File: config.mk
export PLATFORM = sky130hd
export DESIGN_NAME = muldiv_unit
export DESIGN_NICKNAME = d
export VERILOG_FILES = /design/src/rtl/mips_pkg.sv /design/src/rtl/muldiv_step.sv /design/src/rtl/muldiv_unit.sv
export SDC_FILE = /design/constraint.sdc
export NUM_CORES = 1
export LEC_CHECK = 0
export CAP_MARGIN = 20
export CORE_ASPECT_RATIO = 0.6
export CORE_MARGIN = 2
export CORE_UTILIZATION = 64
export CTS_CLUSTER_SIZE = 25
export DETAILED_ROUTE_END_ITERATION = 8
export PLACE_DENSITY = 0.87
export RECOVER_POWER = 100
export SETUP_SLACK_MARGIN = 0.4
export SYNTH_ARGS = -nofsm -noshare
export SYNTH_HDL_FRONTEND = slang
export SYNTH_SLANG_ARGS = --single-unit
export TNS_END_PERCENT = 10
File: constraint.sdc
create_clock -name clock -period 5.8 [get_ports clock]
set_input_delay 1.16 -clock clock [delete_from_list [all_inputs] [get_ports clock]]
set_output_delay 1.16 -clock clock [all_outputs]
set_load 0.01 [all_outputs]
File: src/rtl/mips_pkg.sv
// Shared encodings for the execute-stage multiply/divide unit: op codes, FSM states
// and the iteration counter width helper.
package mips_pkg;

  localparam logic [1:0] MD_MULT  = 2'b00;
  localparam logic [1:0] MD_MULTU = 2'b01;
  localparam logic [1:0] MD_DIV   = 2'b10;
  localparam logic [1:0] MD_DIVU  = 2'b11;

  typedef enum logic [1:0] {
    S_IDLE = 2'd0,
    S_CALC = 2'd1,
    S_SIGN = 2'd2
  } md_state_t;

  function automatic int md_cnt_width(input int width);
    return $clog2(width + 1);
  endfunction

endpackage

File: src/rtl/muldiv_step.sv
// One iteration of the multiply/divide datapath: shift-add for multiply,
// restoring shift-subtract for divide, chosen by is_div.
module muldiv_step #(
  parameter int WIDTH = 32
) (
  input  logic             is_div,
  input  logic [WIDTH:0]   rem_in,
  input  logic [WIDTH-1:0] quo_in,
  input  logic [WIDTH-1:0] opnd,
  output logic [WIDTH:0]   rem_out,
  output logic [WIDTH-1:0] quo_out
);

  logic [WIDTH:0]   sum;
  logic [WIDTH:0]   shifted;
  logic [WIDTH+1:0] diff;

  // Multiply: rem holds the upper product half, quo the multiplier shifting out LSB first.
  // Divide: rem is the partial remainder, quo the dividend shifting out MSB first.
  always_comb begin
    sum     = rem_in + (quo_in[0] ? {1'b0, opnd} : '0);
    shifted = {rem_in[WIDTH-1:0], quo_in[WIDTH-1]};
    diff    = {1'b0, shifted} - {2'b00, opnd};
    rem_out = shifted;
    quo_out = {quo_in[WIDTH-2:0], 1'b0};
    if (!is_div) begin
      rem_out = {1'b0, sum[WIDTH:1]};
      quo_out = {sum[0], quo_in[WIDTH-1:1]};
    end else if (!diff[WIDTH+1]) begin
      rem_out = diff[WIDTH:0];
      quo_out = {quo_in[WIDTH-2:0], 1'b1};
    end
  end

endmodule

File: src/rtl/muldiv_unit.sv
// Iterative MULT/MULTU/DIV/DIVU unit writing the HI/LO pair, one bit per cycle.
// Optional MTHI/MTLO write ports are enabled by defining MULDIV_MTHI_MTLO_EN.
//
// state  | meaning
// S_IDLE | waiting for start; busy=0
// S_CALC | WIDTH shift-add / shift-subtract steps on magnitudes
// S_SIGN | sign fix-up, hi/lo written, done pulsed
module muldiv_unit
  import mips_pkg::*;
#(
  parameter int WIDTH = 32
) (
  input  logic             clock,
  input  logic             reset_n,
  input  logic             start,
  input  logic [1:0]       op,
  input  logic [WIDTH-1:0] a,
  input  logic [WIDTH-1:0] b,
`ifdef MULDIV_MTHI_MTLO_EN
  input  logic [WIDTH-1:0] wd,
  input  logic             hi_we,
  input  logic             lo_we,
`endif
  output logic             busy,
  output logic             done,
  output logic             div_zero,
  output logic [WIDTH-1:0] hi,
  output logic [WIDTH-1:0] lo
);

  localparam int CW = md_cnt_width(WIDTH);
  localparam logic [CW-1:0] CNT_LOAD = CW'(WIDTH);

  md_state_t state, state_nx;
  logic accept, calc_en, sign_en;

  logic [CW-1:0]    cnt;
  logic             is_div_q, neg_q, neg_rem_q, bzero_q;
  logic [WIDTH:0]   rem, rem_nx;
  logic [WIDTH-1:0] quo, quo_nx, opnd;

  logic             div_op, sgn_op;
  logic [WIDTH-1:0] a_mag, b_mag;
  logic [2*WIDTH-1:0] prod, prod_fix;
  logic [WIDTH-1:0] quo_fix, rem_fix;

  assign div_op = (op == MD_DIV) || (op == MD_DIVU);
  assign sgn_op = (op == MD_MULT) || (op == MD_DIV);
  assign a_mag  = (sgn_op && a[WIDTH-1]) ? -a : a;
  assign b_mag  = (sgn_op && b[WIDTH-1]) ? -b : b;

  always_ff @(posedge clock or negedge reset_n) begin
    if (!reset_n) state <= S_IDLE;
    else          state <= state_nx;
  end

  always_comb begin
    state_nx = state;
    accept   = 1'b0;
    calc_en  = 1'b0;
    sign_en  = 1'b0;
    case (state)
      S_IDLE: if (start) begin
        accept   = 1'b1;
        state_nx = S_CALC;
      end
      S_CALC: begin
        calc_en = 1'b1;
        if (cnt == CW'(1)) state_nx = S_SIGN;
      end
      S_SIGN: begin
        sign_en  = 1'b1;
        state_nx = S_IDLE;
      end
      default: state_nx = S_IDLE;
    endcase
  end

  assign busy = (state != S_IDLE);

  muldiv_step #(.WIDTH(WIDTH)) u_step (
    .is_div  (is_div_q),
    .rem_in  (rem),
    .quo_in  (quo),
    .opnd    (opnd),
    .rem_out (rem_nx),
    .quo_out (quo_nx)
  );

  // A zero divisor leaves the dividend in rem, so only the quotient needs forcing.
  assign prod     = {rem[WIDTH-1:0], quo};
  assign prod_fix = neg_q ? -prod : prod;
  assign quo_fix  = bzero_q ? '1 : (neg_q ? -quo : quo);
  assign rem_fix  = neg_rem_q ? -rem[WIDTH-1:0] : rem[WIDTH-1:0];

  always_ff @(posedge clock or negedge reset_n) begin
    if (!reset_n) begin
      cnt       <= '0;
      is_div_q  <= 1'b0;
      neg_q     <= 1'b0;
      neg_rem_q <= 1'b0;
      bzero_q   <= 1'b0;
      rem       <= '0;
      quo       <= '0;
      opnd      <= '0;
      done      <= 1'b0;
      div_zero  <= 1'b0;
      hi        <= '0;
      lo        <= '0;
    end else begin
      done <= sign_en;
      if (accept) begin
        cnt       <= CNT_LOAD;
        is_div_q  <= div_op;
        neg_q     <= sgn_op && (a[WIDTH-1] ^ b[WIDTH-1]);
        neg_rem_q <= sgn_op && a[WIDTH-1];
        bzero_q   <= div_op && (b == '0);
        rem       <= '0;
        quo       <= a_mag;
        opnd      <= b_mag;
        div_zero  <= 1'b0;
      end else if (calc_en) begin
        cnt <= cnt - CW'(1);
        rem <= rem_nx;
        quo <= quo_nx;
      end
      if (sign_en) begin
        div_zero <= bzero_q;
        if (is_div_q) begin
          hi <= rem_fix;
          lo <= quo_fix;
        end else begin
          hi <= prod_fix[2*WIDTH-1:WIDTH];
          lo <= prod_fix[WIDTH-1:0];
        end
      end
`ifdef MULDIV_MTHI_MTLO_EN
      else if (!busy) begin
        if (hi_we) hi <= wd;
        if (lo_we) lo <= wd;
      end
`endif
    end
  end

endmodule

==> results by group, run 1 <==
Final layout
  • Fillers: 1653
  • Post-Layout Cell Count: 2163
  • Final core utilization: 0.743
  • Layout area overhead: 14.6%
  • Post-route cell area: 0.0162 mm^2
  • Nets: 2005
  • Multi-input gate area: 0.00917 mm^2
  • Share of cells above drive strength 1: 0.0368
  • Diodes inserted: 0
  • Register area: 0.00438 mm^2

Job
  • Max-capacitance violation count: 5

Clocking
  • Post-CTS Hold Buffers: 0
  • Sink Count: 175
  • Skew-Pair Late Insertion Delay: 0.46 ns
  • Num CTS Buffers: 17
  • Clock root buffer: clkbuf_16
  • Longest Clk Path Bufs: 2
  • Postcts setup bufs: 0
  • CTS clk-pin slew, worst paths: 0.08 ns
  • Resized Gates After CTS: 0
  • H-tree levels: 4
  • CTS tree: done

Pwr
  • P_sw: 676 uW
  • Flop pwr share: 0.457
  • Comb pwr share: 0.063
  • Pint: 1.99 mW
  • Clock power frac: 0.480
  • Maximum vdd drop: 0.222 mV
  • Total power: 2.67 mW
  • Switching part of the total: 0.253
  • Power density over the cells: 164 mW/mm^2
  • P_leak: 7.11 nW

Die
  • Core area: 0.0219 mm^2
  • Die X: 196 um
  • Rows: 42
  • Die height: 119 um
  • Die area: 0.0234 mm^2
  • Initial core utilization: 0.648
  • Io pins: 136

Drt
  • Iter 0 DRT Violations: 2122
  • DRT antenna net count: 0
  • Vias per cell: 6.61
  • Via count: 14293
  • Final WL: 46.3 mm
  • Wire length per cell: 21.4 um
  • Drt first pass iters: 5
  • DRC viols: 0

STA
  • Final setup margin: 1.10 ns
  • Slew margin rel.: -0.685
  • WHS: 0.472 ns
  • Final setup violation count: 0
  • Slew @ Worst Pin: 2.52 ns
  • Clock Skews: 0.0156 ns
  • Final min period: 4.70 ns
  • Fmax: 213 MHz
  • Tcrit/Tclk final: 0.811
  • Final Hold Viols: 0
  • Max-slew violations: 268
  • Setup TNS: 0 ns
  • RSZ-0062 raised after global routing: false

Worst hold path
  • Min-delay worst type: reg2reg

Status
  • Status: finished with violations
  • Failing checks: capacitance limit, slew limit

Synthesis
  • Top cells by area, synth: dfrtp_1, o21ai_0, ha_1, nand2_1, xor2_1
  • Syn. warnings: 0
  • Area leader, netlist: dfrtp_1
  • Synthesized cell area: 0.0142 mm^2
  • Yosys cell types: 78
  • Share of flip-flops with an asynchronous set or reset: 1.00
  • Avg Cell Area, Syn: 7.90 um^2
  • Syn_nets: 1935
  • Predominant post-synthesis flop cell: dfrtp_1
  • Flops & latches, synth: 175
  • Cells after Synth: 1794
  • Seq/Total Area, Yosys: 0.309
  • Post-synth EDFFs: 0
  • Top-area cell type share of the netlist area: 0.309

Critical path
  • Critical-path cell list: ha_1 > a21oi_1 > o21ai_0 > a41o_1 > a21oi_1 > nand3_1 > o21ai_4 > clkbuf_1 > nor2_1 > a211oi_1 > o21ai_0
  • Worst EP required: 6.13 ns
  • Maximum fanout along the worst path: 41
  • Highest-delay cell along the critical path: clkbuf_1
  • Crit path DAT: 5.04 ns
  • CP endpoint kind: register
  • Startpoint Class: register
  • Delay of the slowest critical-path stage: 1.34 ns
  • Critical path class: reg2reg

Place
  • Port Buffers: 135
  • Dpl ws: 1.84 ns
  • GPL Wtd Cong: 0.994
  • Dpl cell area: 0.0157 mm^2
  • Placed insts: 2131
  • Placed wire-length estimate: 34.6 mm

Global routing
  • GRT Resource Usage Total: 0.402
  • Largest net degree at the start of global routing: 176
  • Vias in the first global route: 13055
  • Antenna violations before repair: 0
  • First-pass GRT wire length: 72.7 mm
  • Total grt overflow: 0
[cell usage in the layout (no fill, tap or decap), types with 64 or more instances in the layout]
master / count
nand2_1: 209
o21ai_0: 190
nor2_1: 182
dfrtp_1: 175
a21oi_1: 151
xor2_1: 89
xnor2_1: 87
ha_1: 70
dlygate4sd3_1: 70
clkdlybuf4s50_1: 64
[worst max-delay path: cells and delay by family, from the launching register on]
kind                     cells  cell delay [ns]
adder cells (fa/ha/maj)      1             0.38
AND/OR/NAND/NOR              2             0.43
buffers and inverters        1             1.34
flip-flops                   1             0.68
AO/OA/AOI/OAI                7             1.73
[synthesized netlist by cell type, drive strengths merged, types with 7 or more instances]
master	count
or2	9
o31ai	25
mux2i	41
nand4	7
nor2	182
nand2b	18
a211oi	19
a21oi	152
ha	70
or4	18
o21ai	194
o211ai	40
a31oi	18
dfrtp	175
nor4	14
xnor2	87
inv	60
nand3	28
and3	14
nand2	209
clkbuf	93
nor3	44
a21o	27
and2	9
a221o	10
or3	14
buf	8
o21a	18
o41ai	11
nor2b	13
xor2	89
[power groups by stage]
stage                     Sequential [mW]  Clock, mW  Combinational (mW)
after global placement               1.24          0               0.164
after CTS                            1.22       1.29               0.168
final                                1.22       1.28               0.169
after detailed placement             1.24          0               0.167
after global routing                 1.22       1.34               0.184
after floorplan                      1.24          0              0.0589
[layer usage]
metal | share of wire | global-route usage | vias to the layer above
li1 | - | - | 6569
met1 | 0.45 | 0.624 | 6650
met2 | 0.37 | 0.509 | 1004
met3 | 0.16 | 0.165 | 70
met4 | 0.013 | 0.0829 | 0
met5 | 0 | 0 | -
[worst paths after layout]
check                           startpoint     end  slack (ns)  cells past startpoint
worst max-delay path               rem[19]  rem[5]        1.10                     11
worst max register to register     rem[19]  rem[5]        1.10                     11
worst min-delay path                hi[28]  hi[28]        0.47                      2
max in group asynchronous          reset_n  hi[17]        4.14                      2
worst min register to register      hi[28]  hi[28]        0.47                      2
min in group asynchronous          reset_n  quo[8]        0.90                      2
[flip-flops by register name, summed over array words and instances (netlist names)]
signal / count
bzero_q: 1
cnt: 6
div_zero: 1
done: 1
hi: 32
is_div_q: 1
lo: 32
neg_q: 1
neg_rem_q: 1
opnd: 32
quo: 32
rem: 33
state: 2
[area by class of cell]
class,count,area share
Timing Repair Buffer,152,0.0901
Clock inverter,15,0.0133
Multi-Input combinational cell,1458,0.565
Tap cell,286,0.0220
Inverter,60,0.0139
Clock buffer,17,0.0262
Sequential cell,175,0.270
[kinds of logic (layout without fill, tap and decap cells)]
logic type                 after synthesis  in the layout  synth area share
buffers and inverters                  161            244            0.0435
DFF                                    175            175             0.309
AOI/OAI and AO/OA                      570            570             0.248
and+or+nand+nor                        596            596             0.195
xor gates and xnor gates               176            176             0.109
adders and majority gates               72             72            0.0646
muxes                                   44             44            0.0313
(Power assumes the default switching activity.)
==> run 2: changes to the inputs <==
- CORE_UTILIZATION: 64 -> 53
- PLACE_DENSITY: 0.87 -> 0.77
- clock period: 5.8 -> 4.2 ns (I/O delays scaled with it)
==> results by group, run 2 (synthesis results as in run 1) <==
Drt
  • Vias per cell: 6.20
  • Met3 wire len: 7.15 mm
  • Via count: 14152
  • DRC viols: 0
  • Met1 WL: 23.5 mm
  • Top Layer Used: met4
  • WL met2: 17.1 mm
  • Iter 0 DRT Violations: 1773
  • Drt first pass iters: 5
  • Wire length per cell: 21.0 um
  • DRT antenna net count: 0
  • Final WL: 48.0 mm

Global routing
  • Largest net degree at the start of global routing: 94
  • GRT Resource Usage Total: 0.343
  • First-pass GRT wire length: 74.1 mm
  • Vias in the first global route: 12699
  • Antenna violations before repair: 0
  • Total grt overflow: 0

Final layout
  • Most flop-heavy register: rem
  • Nets: 2051
  • Layout area overhead: 17.2%
  • Commonest non-fill, non-tap cell in the layout: nand2_1
  • Final core utilization: 0.630
  • Largest register FFs: 33
  • Diodes inserted: 0
  • Most frequent cells in the layout: nand2_1, o21ai_0, nor2_1, dfrtp_1, a21oi_1
  • Share of cells above drive strength 1: 0.0572

Die
  • Io pins: 136
  • Core area: 0.0264 mm^2
  • Initial core utilization: 0.538
  • Die height: 131 um
  • Rows: 46
  • Die X: 215 um
  • Die area: 0.0281 mm^2

Pwr
  • Maximum vdd drop: 0.233 mV
  • P_leak: 7.28 nW
  • Power density over the cells: 216 mW/mm^2

STA
  • Clock Skews: 0.0143 ns
  • Final setup violation count: 0
  • Slew margin rel.: -0.685
  • Slew @ Worst Pin: 2.53 ns
  • Max-slew violations: 262
  • Final min period: 4.04 ns
  • Setup TNS: 0 ns
  • RSZ-0062 raised after global routing: true
  • Tcrit/Tclk final: 0.961
  • Fmax: 248 MHz
  • Final Hold Viols: 0

Worst hold path
  • Min-delay worst type: reg2reg

Status
  • Status: finished with violations
  • Failing checks: capacitance limit, slew limit

Place
  • Port Buffers: 135
  • Placed wire-length estimate: 37.5 mm
  • GPL Wtd Cong: 1.01

Clocking
  • Skew-Pair Late Insertion Delay: 0.46 ns
  • Sink Count: 175
  • Post-CTS Hold Buffers: 0
  • Longest Clk Path Bufs: 2
  • H-tree levels: 4
  • Num CTS Buffers: 17
  • Clock root buffer: clkbuf_16
  • CTS tree: done
  • CTS clk-pin slew, worst paths: 0.08 ns

Critical path
  • Critical path class: reg2reg
  • Worst EP required: 4.56 ns
  • Maximum fanout along the worst path: 4
  • Critical-path cell list: inv_1 > ha_1 > inv_1 > fa_1 > a21o_1 > a221oi_1 > clkbuf_1 > o211ai_1 > a31oi_1 > o211ai_1 > a21o_1 > a311oi_2 > a22oi_1 > and3_1
  • CP delay by family, top: compound AO/OA/AOI/OAI gates
  • Crit path DAT: 4.39 ns
  • Highest-delay cell along the critical path: dfrtp_1
  • Worst path bufs/invs: 3
  • Delay of the slowest critical-path stage: 0.48 ns
  • Startpoint Class: register
  • CP endpoint kind: register

Job
  • Max-capacitance violation count: 4
-- run 2: worst paths after layout --
path | start | to | slack [ns] | depth (start not counted)
min reg2reg | hi[3] | hi[3] | 0.48 | 2
max in group asynchronous | reset_n | opnd[17] | 0.91 | 2
max reg2reg | quo[31] | rem[26] | 0.16 | 14
min in group asynchronous | reset_n | quo[9] | 1.06 | 1
max | quo[31] | rem[26] | 0.16 | 14
min | hi[3] | hi[3] | 0.48 | 2
-- run 2: metrics by stage --
stage / worst slack (ns) / area [um^2] / cells / hold WS, ns / power (mW)
2_1_floorplan: 1.03 / 14200 / 1794 / 0.450 / 1.80
3_3_place_gp: 0.342 / 16100 / 2246 / 0.460 / 1.95
3_5_place_dp: 0.317 / 16100 / 2246 / 0.470 / 1.96
4_1_cts: 0.387 / 16700 / 2278 / 0.486 / 3.61
5_1_grt: 0.165 / 16600 / 2283 / 0.505 / 3.70
6_report: 0.165 / 16600 / 2283 / 0.477 / 3.59
-- run 2: tightest hold or removal path, cell delays in order (launching register included) --
cell     delay (ns)
dfrtp_1        0.34
nand2_1        0.05
o21ai_0        0.06
-- run 2: timing repair --
action	in CTS	in global routing
pin swaps	0	0
resized for setup	1	5
endpoints found under the setup margin	2	11
setup buffers	0	4
-- run 2: where the power goes --
| part | leakage (nW) | internal, mW | switching [mW] |
|---|---|---|---|
| sequential | 2.28 | 1.68 | 0 |
| combinational | 4.71 | 0.104 | 0.134 |
| clock | 0.298 | 0.916 | 0.753 |
| total | 7.28 | 2.70 | 0.887 |
-- run 2: final cells by class --
type / instances / area [um^2]
fillers: 2400 / 9750
inverters: 60 / 229
flip-flops and latches: 175 / 4380
well taps: 360 / 450
clock buffers: 19 / 443
repair buffers: 198 / 1760
multi-input cells: 1458 / 9180
clock inverters: 13 / 171
-- run 2: layer usage --
| metal | GRT usage | vias up |
|---|---|---|
| met3 | 0.132 | 35 |
| met1 | 0.553 | 6655 |
| met5 | 0 | - |
| li1 | - | 6670 |
| met2 | 0.421 | 792 |
| met4 | 0.0495 | 0 |
